### src/rtl/clk_div_pkg.sv
// Shared constants, types and the half-period helper for the multi-channel clock divider.
package clk_div_pkg;

   localparam int DIV_W_DEFAULT    = 24;
   localparam int CLK_FREQ_DEFAULT = 40_000_000;

   typedef logic [DIV_W_DEFAULT-1:0] div_t;

   // A half-period of 0 would leave the counter with no terminal count, so clamp to 1.
   function automatic int half_period(input int clk_freq, input int freq);
      int h;
      h = clk_freq / freq / 2;
      return (h == 0) ? 1 : h;
   endfunction

endpackage

### src/rtl/clk_div_multi_ch.sv
// One divider channel: half-period counter, live and shadow half-period, pending flag,
// registered divided clock and the rising-edge tick.
module clk_div_ch
   import clk_div_pkg::*;
#(
   parameter int               DIV_W    = DIV_W_DEFAULT,
   parameter logic [DIV_W-1:0] HALF_RST = 1
) (
   input  logic             i_clk,
   input  logic             i_rst,
   input  logic             i_en,
   input  logic             i_sync,
   input  logic             i_wr,
   input  logic [DIV_W-1:0] i_wr_div,
   output logic             o_pending,
   output logic             o_clk_div,
   output logic             o_tick
);

   logic [DIV_W-1:0] r_cnt;
   logic [DIV_W-1:0] r_half;
   logic [DIV_W-1:0] r_shadow;
   logic             r_pending;
   logic             r_clk_div;
   logic             r_tick;
   logic             w_tc;
   logic             w_apply;

   assign w_tc    = (r_cnt == r_half - DIV_W'(1));
   // Shadow loads only where a half-period boundary is guaranteed: terminal count, hold or sync.
   assign w_apply = i_sync | ~i_en | w_tc;

   always_ff @(posedge i_clk or posedge i_rst) begin
      if (i_rst) begin
         r_cnt     <= '0;
         r_half    <= HALF_RST;
         r_shadow  <= HALF_RST;
         r_pending <= 1'b0;
         r_clk_div <= 1'b0;
         r_tick    <= 1'b0;
      end else begin
         if (i_sync || !i_en) begin
            r_cnt     <= '0;
            r_clk_div <= 1'b0;
            r_tick    <= 1'b0;
         end else if (w_tc) begin
            r_cnt     <= '0;
            r_clk_div <= ~r_clk_div;
            r_tick    <= ~r_clk_div;
         end else begin
            r_cnt  <= r_cnt + DIV_W'(1);
            r_tick <= 1'b0;
         end
         if (w_apply && r_pending) begin
            r_half    <= r_shadow;
            r_pending <= 1'b0;
         end
         // A write is only accepted while not pending, so it never collides with the apply above.
         if (i_wr) begin
            r_shadow  <= i_wr_div;
            r_pending <= 1'b1;
         end
      end
   end

   assign o_pending = r_pending;
   assign o_clk_div = r_clk_div;
   assign o_tick    = r_tick;

endmodule

### src/rtl/clk_div_multi.sv
// Multi-channel programmable clock divider: config decode and ready mux around CHANNELS dividers.
// Optional CLK_DIV_SYNC_EN adds i_sync_start, which re-phases all channels and applies pending writes.
module clk_div_multi
   import clk_div_pkg::*;
#(
   parameter int CLK_FREQ     = CLK_FREQ_DEFAULT,
   parameter int CHANNELS     = 4,
   parameter int DIV_W        = DIV_W_DEFAULT,
   parameter int DEFAULT_FREQ = 400,
   localparam int CH_W        = (CHANNELS > 1) ? $clog2(CHANNELS) : 1
) (
   input  logic                i_clk,
   input  logic                i_rst,
   input  logic [CHANNELS-1:0] i_en,
   input  logic                i_cfg_valid,
   output logic                o_cfg_ready,
   input  logic [CH_W-1:0]     i_cfg_ch,
   input  logic [DIV_W-1:0]    i_cfg_div,
`ifdef CLK_DIV_SYNC_EN
   input  logic                i_sync_start,
`endif
   output logic [CHANNELS-1:0] o_clk_div,
   output logic [CHANNELS-1:0] o_tick
);

   localparam int               RAW_HALF = CLK_FREQ / DEFAULT_FREQ / 2;
   localparam logic [DIV_W-1:0] HALF_RST = DIV_W'(half_period(CLK_FREQ, DEFAULT_FREQ));

   if (RAW_HALF == 0 || (longint'(RAW_HALF) >> DIV_W) != 0) begin : g_bad_half
      $error("clk_div_multi: default half-period %0d is zero or exceeds DIV_W=%0d", RAW_HALF, DIV_W);
   end
   if (CHANNELS < 1 || CHANNELS > 16) begin : g_bad_channels
      $error("clk_div_multi: CHANNELS=%0d outside 1..16", CHANNELS);
   end

   logic [CHANNELS-1:0] w_pending;
   logic [CHANNELS-1:0] w_wr;
   logic [DIV_W-1:0]    w_div;
   logic                w_ready;
   logic                w_sync;

`ifdef CLK_DIV_SYNC_EN
   assign w_sync = i_sync_start;
`else
   assign w_sync = 1'b0;
`endif

   assign w_div = (i_cfg_div == '0) ? DIV_W'(1) : i_cfg_div;

   // Out-of-range channel numbers match no channel: ready stays 1 and the write is dropped.
   always_comb begin
      w_ready = 1'b1;
      w_wr    = '0;
      for (int i = 0; i < CHANNELS; i++) begin
         if (i_cfg_ch == CH_W'(i)) begin
            w_ready = ~w_pending[i];
            w_wr[i] = i_cfg_valid & ~w_pending[i];
         end
      end
   end

   assign o_cfg_ready = w_ready;

   for (genvar g = 0; g < CHANNELS; g++) begin : g_ch
      clk_div_ch #(
         .DIV_W    (DIV_W),
         .HALF_RST (HALF_RST)
      ) u_ch (
         .i_clk     (i_clk),
         .i_rst     (i_rst),
         .i_en      (i_en[g]),
         .i_sync    (w_sync),
         .i_wr      (w_wr[g]),
         .i_wr_div  (w_div),
         .o_pending (w_pending[g]),
         .o_clk_div (o_clk_div[g]),
         .o_tick    (o_tick[g])
      );
   end

endmodule

### config.mk
export PLATFORM = sky130hd
export DESIGN_NAME = clk_div_multi
export DESIGN_NICKNAME = d
export VERILOG_FILES = /design/src/rtl/clk_div_pkg.sv /design/src/rtl/clk_div_multi_ch.sv /design/src/rtl/clk_div_multi.sv
export SDC_FILE = /design/constraint.sdc
export NUM_CORES = 1
export LEC_CHECK = 0
export ABC_CLOCK_PERIOD_IN_PS = 6450
export CORE_MARGIN = 4
export CORE_UTILIZATION = 50
export DETAILED_ROUTE_END_ITERATION = 16
export PLACE_DENSITY = 0.65
export SLEW_MARGIN = 10
export SYNTH_ARGS = -nofsm -noshare
export SYNTH_HDL_FRONTEND = slang
export SYNTH_HIERARCHICAL = 1
export SYNTH_SLANG_ARGS = --single-unit
### constraint.sdc
create_clock -name i_clk -period 6.45 [get_ports i_clk]
set_input_delay 1.935 -clock i_clk [delete_from_list [all_inputs] [get_ports i_clk]]
set_output_delay 1.935 -clock i_clk [all_outputs]
set_load 0.005 [all_outputs]
# [After elaboration in Yosys (flattened, before gate mapping)]
# Cells that the tools add are included.
[totals] reg_bits=300 inputBits=33
[classes] add_sub_neg=8 n_eq_ne=11 muxes=41 bitwise_logic=20 n_reduce_logical=10
[ops] operator="$mux W24" n=9
[ops] operator="$add A24 B1 Y24 const B" n=4
[ops] operator="$eq A24 B24 Y1" n=4
[ops] operator="$sub A24 B1 Y24 const B" n=4
[ops] operator="$mux W1" n=32
[ops] operator="$logic_not A24 Y1" n=1
[ops] operator="$not A1 Y1" n=12
[ops] operator="$ne A2 B1 Y1 const B" n=4
[ops] operator="$reduce_bool A2 Y1" n=4
[ops] operator="$and A1 B1 Y1" n=4
[ops] operator="$eq A2 B2 Y1 const B" n=2
[ops] operator="$logic_and A1 B1 Y1" n=4
[ops] operator="$or A1 B1 Y1" n=4
[ops] operator="$eq A2 B1 Y1 const B" n=1
[ops] operator="$logic_not A2 Y1" n=1

# [Longest topological paths before layout]
# Gate-level depths: netlist of the first run.
[depth] depth_word=6 mapped_depth=12

# [Hierarchy]
# Netlist of the first run, hierarchy kept.
[by_module_without_submodules] mod="clk_div_ch (g_ch[0].u_ch ...)" n_inst=3 cells_each=334 area_each_um2=3888.7 seq_area_each_um2=1891.8
[by_module_without_submodules] mod="clk_div_ch (g_ch[3].u_ch)" n_inst=1 cells_each=546 area_each_um2=4929.7 seq_area_each_um2=1891.8
[by_module_without_submodules] mod="clk_div_multi" n_inst=1 cells_each=40 area_each_um2=209.0 seq_area_each_um2=0.0

# [Least setup slack after synthesis of the first run]
# Ideal clock, no wire load.
[synth_path] path_type="input to output" startpoint="input port i_cfg_ch[0]" endpoint="output port o_cfg_ready" arrival_time_ns=2.467 required_ns=4.515 slack_ns=2.048 cell_stages=2 path_buffers=0 cell_sequence="mux4_2 > inv_1"
[synth_between] elab_chain_cells=5
[synth_rtl] element="start, declared" line="clk_div_multi.sv:17" source="input logic [CH_W-1:0] i_cfg_ch,"
[synth_rtl] element="$logic_not A2 Y1" line="clk_div_multi.sv:55" source="if (i_cfg_ch == CH_W'(i)) begin"
[synth_rtl] element="$mux W1 (3 in series)" line="clk_div_multi.sv:55"
[synth_rtl] element="$mux W1 *" line="clk_div_multi.sv:55"
[synth_rtl] element="end, declared" line="clk_div_multi.sv:16" source="output logic o_cfg_ready,"
# Every way passes the cells marked *; elsewhere a longest branch is shown, timed or not.

# [Worst setup path in the final report of the first run]
# Same ends and word-level chain as after synthesis.

==> results of run 1 <==
[routing by layer]
metal	up-vias	track usage	part of all wire
met5	-	0	0
met1	6115	0.316	0.47
met4	0	0.0494	0.018
met2	260	0.354	0.46
li1	5759	-	-
met3	51	0.0340	0.053
[placed cells by master (no fill, tap or decap), types with 34 or more instances in the layout]
master	synthesis	layout
a31oi_1	37	37
and3_1	34	34
clkdlybuf4s50_1	0	41
dfrtp_1	252	252
dfstp_2	48	48
inv_1	42	38
mux2_2	109	109
mux2_4	60	60
nand2_1	82	82
nand3_1	75	75
nor2_1	120	120
nor3_1	63	62
or4_1	45	45
xnor2_1	93	93
xor2_1	106	106
[logic make-up (layout without fill, tap and decap cells)]
| kind of cell | count (synthesis) | in the layout | synth area share |
|---|---|---|---|
| mux | 180 | 180 | 0.134 |
| compound gates | 196 | 196 | 0.0835 |
| flops | 300 | 300 | 0.450 |
| simple gates | 567 | 567 | 0.187 |
| buf+inv | 137 | 155 | 0.0355 |
| fa+ha+maj | 8 | 8 | 0.00596 |
| xor+xnor | 199 | 199 | 0.104 |
| other cells | 1 | 8 | 0.000223 |
[layout make-up]
cell class,instances,area share
multi-input combinational,1158,0.469
sequential,300,0.408
clock buffer,45,0.0479
tap,442,0.0298
timing repair buffer,56,0.0282
clock inverter,12,0.00891
inverter,42,0.00850
[per-stage QoR]
step | setup slack (ns) | instances | hold WS [ns]
3_5_place_dp | 0.925 | 1998 | 0.489
5_1_grt | 0.872 | 2055 | 0.506
4_1_cts | 0.919 | 2055 | 0.500
2_1_floorplan | 2.05 | 1595 | 0.477
3_3_place_gp | 0.950 | 1998 | 0.484
6_report | 0.930 | 2055 | 0.498
[registers in the layout, indices dropped and copies added, names as in the netlist]
register             cells
g_ch.u_ch/r_half        96
g_ch.u_ch/r_cnt         96
g_ch.u_ch/o_tick         4
g_ch.u_ch/r_shadow      96
g_ch.u_ch/o_clk_div      4
g_ch.u_ch/o_pending      4
[power breakdown]
group / switching (uW) / internal [uW] / total [uW]
Combinational: 616 / 752 / 1370
Sequential: 486 / 2300 / 2780
Clock: 756 / 1110 / 1870
Total: 1860 / 4160 / 6020
[worst reg2reg max path, stage by stage (launching register included)]
cell and delay (ns):
dfrtp_1 0.49, inv_1 0.13, ha_1 0.24, nor3b_2 0.46, nand3_2 0.27, or4_1 0.56, a211o_1 0.32, and3_1 0.15
buf_4 0.27, or4_1 0.75, a31o_1 0.29
[final timing paths]
check,start,endpoint,slack [ns],cells after the start
worst max-delay path,i_cfg_ch[0],o_cfg_ready,0.93,4
worst min-delay path,g_ch[0].u_ch/r_shadow[12],g_ch[0].u_ch/r_half[12],0.50,1
worst max register to register,g_ch[3].u_ch/r_half[0],g_ch[3].u_ch/o_pending,2.41,10
worst min register to register,g_ch[0].u_ch/r_shadow[12],g_ch[0].u_ch/r_half[12],0.50,1
max in group asynchronous,i_rst,g_ch[3].u_ch/r_half[15],3.30,3
min in group asynchronous,i_rst,g_ch[1].u_ch/r_half[12],2.06,2
==> qor.txt, run 1 <==
Setup crit start kind - input port
Die X - 191 um
Total negative slack - 0 ns
Worst Path Arrival - 3.58 ns
Final instance area - 18,500 um2
Max-slew violation count - 0
#FFs+latches synth - 300
Inserted Diodes - 0
Avg Vias per Cell - 5.93
Gp weighted congestion - 0.875
Full die area - 36,600 um2
Final hold vios - 0
DRT Wirelength - 40,400 um
Root Driver - clkbuf_16
Layout cell share with drive strength beyond 1 - 0.205
Crit-path most repeated cell - clkdlybuf4s50_1
Ranking of synthesized cells by area - dfrtp_1 (38%), dfstp_2 (7.5%), mux2_2 (7.3%)
Tot Pwr - 6020 uW
TritonCTS clock tree - yes
Setup Buffers After CTS - 0
CTS Hold Bufs - 0
Grt total ovfl - 0
Placed inst area - 17,500 um2
Seq/Total Area, Yosys - 0.450
Cells resized by post-CTS repair - 0
Antenna Nets Post-Route - 0
Max Clk Rate - 181 MHz
Cell taking the most area after synthesis - dfrtp_1
Initial antenna violation count - 1
Max Cap Viol - 0
Register area - 7570 um2
Gr usage total - 0.220
Clock Pin Slew Worst Setup and Hold Paths - 0.06 ns
Ys async rst share - 1.00
Critical path capture point type - output port
Top FF cell, synth - dfrtp_1
Finish-stage setup viols - 0
Dpl hpwl - 27,400 um
Largest net degree at the start of global routing - 57
Core ar. - 32,900 um2
Number of synthesized flops with an enable pin - 0
Slowest-stage cell, CP - clkdlybuf4s50_1
H-tree levels - 1
Share of the synthesized area in the top cell type - 0.375
Syn Inst Count - 1,588
CP Max Fanout - 4
DRC Markers - 0
Fill cells - 2,853
Final period utilization - 0.856
CTS buffer count - 31
Power per Cell Area - 324 nW/um2
Count leader, synth - dfrtp_1
TritonRoute pass-1 iters - 5
IO Port Bufs - 41
Synthesized area per cell - 10.6 um2
Most frequent cells after synthesis - dfrtp_1 (252), nor2_1 (120), mux2_2 (109), xor2_1 (106), xnor2_1 (93)
Layout Skew - 0.0111 ns
CP peak stage delay - 0.57 ns
I/O pin cnt - 42
Starting DRT DRC Count - 927
P_leak - 0.00736 uW
DR WL/cell - 19.7 um
Netlist cell types - 73
Cell Chain, Critical Path - clkdlybuf4s50_1 > mux4_2 > inv_1 > clkdlybuf4s50_1
Clk_lat worst skew - 0.56 ns
Max VDD drop - 0.000245 V
CP top delay family - buffers and inverters
Status - completed
Cell row count - 66
Worst slew pin tran - 1.19 ns
Required @ worst endpoint - 4.51 ns
RSZ-0062 raised after global routing - false
Die height - 191 um
Longest Clk Path Bufs - 3
Mapped cell area - 16,800 um2
Fin crit period - 5.52 ns
Starting Density - 0.511
Nets@finish - 1,630
Crit Path Class - in -> out
Synth warn - 6
Vias in the first global route - 12.2k
Sink Count - 300
Worst slew margin - 0.208
Global-route wire length before repair - 65,600 um
Via count - 12.2k
Fin util - 0.564
CP bufs+invs - 3
Area grow syn2layout - 10.4%
Hold Crit Class - reg -> reg
Area of the multi-input gates - 8690 um2
No activity file was read; power rests on OpenSTA's default activity.
==> run 2: changes to the inputs <==
--- a/config.mk
+++ b/config.mk
@@ -8,6 +8,7 @@
 export ABC_CLOCK_PERIOD_IN_PS = 6450
 export CORE_MARGIN = 4
 export CORE_UTILIZATION = 50
+export CTS_BUF_LIST = sky130_fd_sc_hd__clkbuf_4
 export DETAILED_ROUTE_END_ITERATION = 16
 export PLACE_DENSITY = 0.65
 export SLEW_MARGIN = 10
==> qor.txt, run 2 (synthesis results as in run 1) <==
Status - completed (unchanged)
Nets@finish - 1,679 (was 1,630)
Vias in the first global route - 12.7k (was 12.2k)
Register area - 7570 um2 (unchanged)
Total negative slack - 0 ns (unchanged)
P_leak - 0.00743 uW (was 0.00736 uW)
CTS buffer count - 80 (was 31)
Max Clk Rate - 181 MHz (about the same)
Cell row count - 66 (unchanged)
Area grow syn2layout - 10.1% (was 10.4%)
Starting DRT DRC Count - 924 (was 927)
Global-route wire length before repair - 66,800 um (was 65,600 um)
Die X - 191 um (unchanged)
CP top delay family - buffers and inverters (unchanged)
R2r endpoint - g_ch[3].u_ch/o_pending (unchanged)
Max-slew violation count - 0 (unchanged)
Via count - 12.6k (was 12.2k)
DRT Wirelength - 40,900 um (was 40,400 um)
Setup Buffers After CTS - 0 (unchanged)
Die height - 191 um (unchanged)
Fill cells - 2,920 (was 2,853)
Final period utilization - 0.855 (was 0.856)
WP depth - 4 (unchanged)
Initial antenna violation count - 2 (was 1)
H-tree levels - 3 (was 1)
Crit Path Class - in -> out (unchanged)
Max VDD drop - 0.000147 V (was 0.000245 V)
Largest regs - g_ch.u_ch/r_cnt (96), g_ch.u_ch/r_half (96), g_ch.u_ch/r_shadow (96) (unchanged)
Setup crit start kind - input port (unchanged)
Area of the multi-input gates - 8690 um2 (unchanged)
Critical path capture point type - output port (unchanged)
CP peak stage delay - 0.57 ns (about the same)
Met2 routed WL - 18,600 um (was 18,400 um)
Gr usage total - 0.226 (was 0.220)
Required @ worst endpoint - 4.51 ns (about the same)
Worst Path Arrival - 3.58 ns (about the same)
M1 WL - 18,900 um (was 19,100 um)
CP startpoint - i_cfg_ch[0] (unchanged)
CP bufs+invs - 3 (unchanged)
Gp weighted congestion - 0.875 (unchanged)
DP Cell Count - 1,998 (unchanged)
RSZ-0062 raised after global routing - false (unchanged)
R2r setup slk - 2.42 ns (was 2.41 ns)
CTS Hold Bufs - 0 (unchanged)
Max Cap Viol - 0 (unchanged)
Hold Crit Class - reg -> reg (unchanged)
Core ar. - 32,900 um2 (unchanged)
Crit-path most repeated cell - clkdlybuf4s50_1 (unchanged)
Worst Reg-to-Reg Cells - 10 (unchanged)
Clk_lat worst skew - 0.72 ns (was 0.56 ns)
Commonest non-fill, non-tap cell in the layout - dfrtp_1 (unchanged)
TritonRoute pass-1 iters - 5 (unchanged)
Largest net degree at the start of global routing - 57 (unchanged)
Power per Cell Area - 313 nW/um2 (was 324 nW/um2)
Met3 wire len - 2600 um (was 2150 um)
TritonCTS clock tree - yes (unchanged)
DR WL/cell - 19.1 um (was 19.7 um)
Full die area - 36,600 um2 (unchanged)
DRC Markers - 0 (unchanged)
Top Metal Used - met4 (unchanged)
RR Startpoint - g_ch[3].u_ch/r_half[0] (unchanged)
Commonest non-fill, non-tap cells in the layout - dfrtp_1 (252), nor2_1 (120), clkbuf_4 (113) (was dfrtp_1 (252), nor2_1 (120), mux2_2 (109))
Hold depth - 1 (unchanged)
Antenna Nets Post-Route - 0 (unchanged)
Sink Count - 300 (unchanged)
Cells resized by post-CTS repair - 0 (unchanged)
Longest Clk Path Bufs - 3 (unchanged)
Finish-stage setup viols - 0 (unchanged)
Layout cell share with drive strength beyond 1 - 0.237 (was 0.205)
Clock Pin Slew Worst Setup and Hold Paths - 0.07 ns (was 0.06 ns)
Dpl hpwl - 27,400 um (unchanged)
Root Driver - clkbuf_4 (was clkbuf_16)
IO Port Bufs - 41 (unchanged)
Layout Skew - 0.0459 ns (was 0.0111 ns)
Slowest-stage cell, CP - clkdlybuf4s50_1 (unchanged)
Final Non-Filler Cells - 2,146 (was 2,055)
Worst slew pin tran - 1.20 ns (was 1.19 ns)
Final hold vios - 0 (unchanged)
Worst slew margin - 0.196 (was 0.208)
Fin crit period - 5.52 ns (about the same)
CP Max Fanout - 4 (unchanged)
Cell Chain, Critical Path - clkdlybuf4s50_1 > mux4_2 > inv_1 > clkdlybuf4s50_1 (unchanged)
Grt total ovfl - 0 (unchanged)
Starting Density - 0.511 (unchanged)
Tot Pwr - 5790 uW (was 6020 uW)
Worst Setup EP - o_cfg_ready (unchanged)
Avg Vias per Cell - 5.88 (was 5.93)
I/O pin cnt - 42 (unchanged)
## run 2: cell types whose count changed in the layout (fill, tap and decap cells not counted), moves of 2 or more
cell and delta:
clkbuf_16 -31, clkinv_1 +24, clkbuf_1 -8, bufinv_16 -4, clkinv_2 -3, clkbuf_4 +113
clkinvlp_4 +2, clkbuf_8 -6, inv_2 +2
## run 2: where the power goes
| part | switching [uW] | internal (uW) |
|---|---|---|
| logic | 613 | 752 |
| clock network | 828 | 818 |
| registers | 485 | 2290 |
## run 2: area by class of cell
class                      count  share of cell area
antenna                        1            0.000135
clock buffer                 113              0.0459
clock inverter                34             0.00819
inverter                      42             0.00852
multi-input combinational   1158               0.470
sequential                   300               0.409
tap                          442              0.0299
timing repair buffer          56              0.0283
## run 2: routing by layer
metal	up-vias	GRT usage
met4	0	0.0751
met5	-	0
li1	5917	-
met3	77	0.0475
met2	365	0.354
met1	6254	0.313
## run 2: worst min-delay path by stage
stage	start	to	slack [ns]
6_report	g_ch[2].u_ch/r_shadow[5]	g_ch[2].u_ch/r_half[5]	0.49
4_1_cts	g_ch[0].u_ch/r_shadow[11]	g_ch[0].u_ch/r_half[11]	0.49
3_3_place_gp	g_ch[1].u_ch/r_shadow[20]	g_ch[1].u_ch/r_half[20]	0.48
2_1_floorplan	g_ch[0].u_ch/r_shadow[20]	g_ch[0].u_ch/r_half[20]	0.48
5_1_grt	g_ch[0].u_ch/r_shadow[11]	g_ch[0].u_ch/r_half[11]	0.51
3_5_place_dp	g_ch[1].u_ch/r_shadow[3]	g_ch[1].u_ch/r_half[3]	0.49
## run 2: stage by stage
stage / cell area, um2 / hold slack [ns] / util / setup WS (ns)
after floorplan: 16800 / 0.477 / - / 2.05
after global placement: 17500 / 0.484 / 0.532 / 0.950
after detailed placement: 17500 / 0.489 / 0.532 / 0.925
after CTS: 18500 / 0.488 / 0.563 / 0.919
after global routing: 18500 / 0.507 / 0.563 / 0.872
final: 18500 / 0.492 / 0.563 / 0.932
==> run 3: changes to the inputs <==
--- a/config.mk
+++ b/config.mk
@@ -10,6 +10,7 @@
 export CORE_UTILIZATION = 50
 export CTS_BUF_LIST = sky130_fd_sc_hd__clkbuf_4
 export DETAILED_ROUTE_END_ITERATION = 16
+export HOLD_SLACK_MARGIN = 0.05
 export PLACE_DENSITY = 0.65
 export SLEW_MARGIN = 10
 export SYNTH_ARGS = -nofsm -noshare
==> results of run 3 <==
The final DEF is identical to that of run 2; final timing and power are the same.
